[src/rtl/inv_mix_columns_seq.sv]
// -----------------------------------------------------------------------------
// inv_mix_columns_seq
//
// Sequences one 128-bit AES state through a shared, external, purely
// combinational InvMixColumns column unit, one 32-bit column per clock.
//
// Column layout (state_in / state_out): column c occupies bits
// [127-32c : 96-32c], so column 0 is the most significant word.
//
// Parameters
//   COL_ORDER_LSB : 0 = process column [127:96] first, 1 = column [31:0] first.
//
// Optional feature (macro INV_MC_BYPASS_EN)
//   Adds input 'bypass', sampled when a block is accepted. A stored bypass=1
//   makes the block pass through unchanged with identical timing, which is
//   what the final decryption round needs.
//
// Ports
//   clk, rst   : rising-edge clock, synchronous active-high reset
//   in_valid   : input block offered            in_ready  : accepting (IDLE only)
//   state_in   : input state (128)
//   mc_col_o   : column sent to the external unit (0 outside RUN)
//   mc_col_i   : same-cycle result from the external unit
//   out_valid  : state_out holds a finished block (DONE only)
//   out_ready  : consumer accepts state_out
//   state_out  : result register (128)
//   busy       : high in RUN and DONE
//
// Handshake: a transfer happens on a rising edge where valid && ready are both
// high; valid never depends on ready, and no output depends combinationally on
// in_valid or out_ready.
// -----------------------------------------------------------------------------
module inv_mix_columns_seq #(
   parameter int unsigned COL_ORDER_LSB = 0
) (
   input  logic         clk,
   input  logic         rst,
   input  logic         in_valid,
   output logic         in_ready,
   input  logic [127:0] state_in,
   output logic [31:0]  mc_col_o,
   input  logic [31:0]  mc_col_i,
   output logic         out_valid,
   input  logic         out_ready,
   output logic [127:0] state_out,
`ifdef INV_MC_BYPASS_EN
   input  logic         bypass,
`endif
   output logic         busy
);

   typedef enum logic [1:0] {
      IDLE = 2'd0,
      RUN  = 2'd1,
      DONE = 2'd2
   } state_t;

   state_t       state;
   logic [1:0]   col_idx;
   logic [127:0] in_buf;
   logic [127:0] result;
   logic [1:0]   pos;        // physical column addressed this cycle
   logic [31:0]  buf_col;    // buffered input column at pos
   logic [31:0]  cap_col;    // value written into result column pos
   logic         byp_q;

   // 3 - col_idx is the bitwise inverse for a 2-bit counter.
   assign pos = (COL_ORDER_LSB != 0) ? ~col_idx : col_idx;

   always_comb begin
      buf_col = in_buf[127:96];
      case (pos)
         2'd0:    buf_col = in_buf[127:96];
         2'd1:    buf_col = in_buf[95:64];
         2'd2:    buf_col = in_buf[63:32];
         default: buf_col = in_buf[31:0];
      endcase
   end

   assign cap_col = byp_q ? buf_col : mc_col_i;

   // Outputs are pure decodes of registered state.
   assign in_ready  = (state == IDLE);
   assign out_valid = (state == DONE);
   assign busy      = (state != IDLE);
   assign mc_col_o  = (state == RUN) ? buf_col : 32'h0;
   assign state_out = result;

   always_ff @(posedge clk) begin
      if (rst) begin
         state   <= IDLE;
         col_idx <= 2'd0;
         in_buf  <= '0;
         result  <= '0;
         byp_q   <= 1'b0;
      end else begin
         case (state)
            IDLE: begin
               if (in_valid) begin
                  in_buf  <= state_in;
                  col_idx <= 2'd0;
`ifdef INV_MC_BYPASS_EN
                  byp_q   <= bypass;
`else
                  byp_q   <= 1'b0;
`endif
                  state   <= RUN;
               end
            end
            RUN: begin
               case (pos)
                  2'd0:    result[127:96] <= cap_col;
                  2'd1:    result[95:64]  <= cap_col;
                  2'd2:    result[63:32]  <= cap_col;
                  default: result[31:0]   <= cap_col;
               endcase
               col_idx <= col_idx + 2'd1;
               if (col_idx == 2'd3) begin
                  state <= DONE;
               end
            end
            DONE: begin
               if (out_ready) begin
                  state <= IDLE;
               end
            end
            default: state <= IDLE;
         endcase
      end
   end

endmodule

[config.mk]
export PLATFORM = sky130hd
export DESIGN_NAME = inv_mix_columns_seq
export DESIGN_NICKNAME = d
export VERILOG_FILES = /design/src/rtl/inv_mix_columns_seq.sv
export SDC_FILE = /design/constraint.sdc
export NUM_CORES = 1
export LEC_CHECK = 0
export CELL_PAD_IN_SITES_DETAIL_PLACEMENT = 1
export CELL_PAD_IN_SITES_GLOBAL_PLACEMENT = 2
export CORE_MARGIN = 2
export CORE_UTILIZATION = 27
export DETAILED_ROUTE_END_ITERATION = 10
export GPL_ROUTABILITY_DRIVEN = 0
export PLACE_DENSITY = 0.87
export SLEW_MARGIN = 20
export SYNTH_ARGS = -nofsm -noshare
export SYNTH_HDL_FRONTEND = slang
export SYNTH_SLANG_ARGS = --single-unit
[constraint.sdc]
create_clock -name clk -period 1.6 [get_ports clk]
set_clock_uncertainty 0.1 [all_clocks]
set_input_delay 0.32 -clock clk [delete_from_list [all_inputs] [get_ports clk]]
set_output_delay 0.32 -clock clk [all_outputs]
set_load 0.005 [all_outputs]
# --- After elaboration in Yosys (flattened, before gate mapping) ---
# Cells that the tools add are included.
op_classes:
  add_sub_neg: 1
  n_eq_ne: 8
  mux: 8
  bitwise: 1
  n_reduce_logical: 12
ops:
  columns: ["operator", "n"]
  rows:
  - ["32-bit case mux with 3 select lines", 1]
  - ["32-bit 2-to-1 mux", 1]
  - ["2-bit AND reduction", 6]
  - ["2-bit 2-to-1 mux", 4]
  - ["2-bit == test, second input constant", 3]
  - ["2-bit case mux with 3 select lines", 1]
  - ["2-bit by 1-bit == test with 1-bit output, second input constant", 2]
  - ["2-bit zero test", 2]
  - ["2-bit by 1-bit != test with 1-bit output, second input constant", 2]
  - ["2-bit case mux with 2 select lines", 1]
  - ["2-bit nonzero test", 2]
  - ["3-bit AND reduction", 1]
  - ["3-bit OR reduction", 1]
  - ["2-bit by 1-bit adder with 2-bit output, second input constant", 1]
  - ["2-bit != test, second input constant", 1]
  - ["1-bit NOT", 1]
word_totals:
  register_bits: 260
  inputBits: 164
  output_inout_bits: 163
  wordCells: 37

# --- Logic depth before layout (Yosys ltp) ---
logic_depth:
  word_depth: 4
  ltp_mapped: 7
  mapped_depth_nobuf: 4

# --- Worst setup path before layout ---
# Ideal clock, no wire load.
synth_path:
  path_type: "register -> output"
  from: "reg col_idx[0]"
  to: "out mc_col_o[10]"
  arrival_time_ns: 1.362
  required_time_ns: 1.180
  path_slack_ns: -0.182
  path_stages_with_launch: 7
  path_buffers: 2
  path_cell_list: "dfxtp_1 -> inv_1 -> ha_1 -> buf_2 -> clkbuf_1 -> a22oi_1 -> a221oi_1"
synth_between:
  elab_chain_len: 3
  elab_cells_between_ends: 5
  cone_classes: "2 x eq/ne; 2 x mux; 1 x reduce/logical"
synth_lines:
  columns: ["item", "line_no", "source"]
  rows:
  - ["start, declared", "59", "logic [1:0] col_idx;"]
  - ["start signal, assigned", "117", "col_idx <= col_idx + 2'd1;"]
  - ["2-bit == test (tied with other cells)", "72", "case (pos)"]
  - ["32-bit case mux with 3 select lines *", "72", null]
  - ["32-bit 2-to-1 mux *", "86", "assign mc_col_o = (state == RUN) ? buf_col : 32'h0;"]
  - ["end, declared", "41", "output logic [31:0] mc_col_o,"]
# Every way passes the cells marked *; elsewhere a longest branch is shown, timed or not.

# --- Final worst setup path ---
layout_path:
  from: "reg col_idx[0]"
  to: "out mc_col_o[17]"
# Same word-level chain as after synthesis.

==> out/results.tsv <==
metric	value	unit
ios	327	
synth_top_cell_by_area	dfxtp_1	
startpoint_type	flop	
hold_viol	0	
r2r_cells	9	
dp_worst_setup_slack	-0.830	ns
grt_pass1_wl	68700	um
clockRootBuffer	clkbuf_16	
setup_viol	262	
slew_viol_final	0	
drc	0	
status	complete, but fails checks	
wirelength	46000	um
start_util	27.2	%
hold_class	input port to flop	
fin_crit_sh	151	%
cts_tree	done	
path_class	flop to primary output	
drtIter0Drc	454	
maxCapViolCount	0	
ff2ff_setup_slack	-0.33	ns
firstDrtPassIters	4	
dr.max_layer_used	met5	
met1Wirelength	19100	um
r2r_end	state_out[114]	
syn_nets	1358	
post-route-util	43.1	%
cts_num_sinks	260	
yosysWarningCount	0	
numCtsBuffers	31	
seqPwrFrac	42.0	%
avgSynthCellArea	10.0	sq um
grt_max_degree	100	
track_usage	19.1	%
synthArstFlopShare	0	%
die_w	214	um
whs	0.177	ns
cp-startpoint	col_idx[0]	
swShare	25.6	%
wl_met3	2640	um
pwr-share-clk	41.1	%
dp_cells	2127	
worst_pin_slew	0.385	ns
grt_pass1_vias	11188	
dp_hpwl	29400	um
fmax	0.414	GHz
pwr-share-comb	16.9	%
ir_worst_vdd	0.807	mV
synth.area.top_cells	dfxtp_1, nand2b_1, mux2i_1, a221oi_1, a22oi_1	
final_cells	2255	
clockBufferDepth	3	
rows	77	
clock_latency	0.56	ns
seq_area_frac_synth	43.6	%
antenna_found_initial	9	
violations	setup timing	
die_area	45900	sq um
yosys.area.top_type_share	43.6	%
setup_ws	-0.815	ns
relSlewSlack	74.4	%
hold-path-cell-count	2	
synthTopCellsByCount	nand2b_1, dfxtp_1, mux2i_1	
powerDensity	881	nW/um^2
crit-reg2reg-launch	col_idx[0]	
vias	10210	
arrival	1.99	ns
holdPathEnd	col_idx[1]	
syn_inst	1189	
die_y	214	um
synth_most_common_cell	nand2b_1	
crit_fanout	8	
grt-ovfl-total	0	
coreArea	43900	sq um
layout-drive-gt1-share	26.0	%
switchingPower	4.27	mW
dr_wl_met2	23000	um
internal_power	12.4	mW
yosys_register_bits	260	
clkSlewWorstSetupHoldPaths	0.06	ns
num-nets-final	1804	
ant_nets	0	
end_kind	primary output	
synth_area	11900	sq um
synthFlopType	dfxtp_1	
via_per_inst	4.53	
ys_types	25	
syn_to_final_growth	58.7	%
fill_cells	4850	
finalSetupTns	-56.94	ns
port_buffers	326	
ctsHoldBuffers	0	
synth-edff-count	0	
wl_per_cell	20.4	um
htreeDepth	1	
rsz0062_at_grt	true	
leakage	8.01	nW
cp.required	1.18	ns
worstHoldStart	rst	
period_needed	2.41	ns
-- cell families after synthesis --
family	after synthesis	synth area share, %
muxes	256	21.5
DFF	260	43.6
adders and majority gates	5	0.524
AOI/OAI and AO/OA	100	5.96
and+or+nand+nor	431	22.8
buffers and inverters	137	5.74
-- registers in the layout (all words and copies together), names as in the netlist --
register,cells
col_idx,2
state_out,128
state,2
in_buf,128
-- worst max-delay path, stage by stage, from the launching register on --
cell and delay (ns):
dfxtp_4 0.38, ha_4 0.19, buf_12 0.14, buf_16 0.15, buf_8 0.13, a221oi_4 0.27, buf_2 0.16
-- cells in the final DEF (no fill, tap or decap), drive strengths merged --
cell type,netlist,layout
or2,1,1
mux2i,256,256
nand3b,4,4
dfxtp,260,260
nand2b,418,418
dlygate4sd2,0,29
or3b,1,1
a21oi,33,33
clkinvlp,0,2
clkbuf,56,74
a22oi,32,32
clkdlybuf4s50,0,162
nor2b,2,2
buf,46,229
and3b,1,1
diode,0,7
o21ba,1,1
bufinv,0,1
ha,5,5
or4b,1,1
inv,35,36
o31ai,1,1
a221oi,32,32
nor3b,2,2
o41ai,1,1
or4bb,1,1
clkdlybuf4s15,0,63
clkinv,0,8
-- repair_timing --
item | 4_1_cts | 5_1_grt
gates cloned | 15 | 8
resized for setup | 488 | 126
endpoints found under the setup margin | 316 | 357
pin swaps | 22 | 20
setup buffers | 35 | 21
-- per-layer routing --
metal / vias to the layer above / GRT usage, %
li1: 4870 / -
met1: 5014 / 22.5
met2: 244 / 34.0
met3: 78 / 4.85
met4: 4 / 5.86
met5: - / 0
-- power groups by stage --
stage          registers (mW)  clock network [mW]  logic [mW]
4_1_cts                  7.00                7.04        2.68
3_5_place_dp             7.13                   0        2.36
2_1_floorplan            7.07                   0        1.15
3_3_place_gp             7.12                   0        2.31
6_report                 7.01                6.86        2.83
5_1_grt                  7.04                7.31        3.01
-- layout make-up --
type | count | area, sq um | area share (%)
antenna | 7 | 17.5 | 0.0924
clock buffer | 42 | 877 | 4.63
clock inverter | 12 | 93.8 | 0.495
inverter | 35 | 136 | 0.720
multi-input combinational | 792 | 6470 | 34.2
sequential | 260 | 5240 | 27.7
tap | 592 | 741 | 3.91
timing repair buffer | 515 | 5370 | 28.3
-- worst max path at each step --
stage,to,slack (ns),depth (start not counted)
finish,mc_col_o[17],-0.81,6
global route,mc_col_o[16],-0.89,7
CTS,mc_col_o[16],-0.85,6
detailed placement,mc_col_o[13],-0.83,6
global placement,mc_col_o[15],-0.72,6
floorplan,mc_col_o[11],-0.02,4
-- stage by stage --
| stage | area, sq um | power (mW) |
|---|---|---|
| CTS | 18700 | 16.7 |
| global placement | 16800 | 9.44 |
| global route | 18900 | 17.4 |
| finish | 19000 | 16.7 |
| detailed placement | 16800 | 9.49 |
| floorplan | 12100 | 8.22 |
Power figures use the tool's default switching activity.
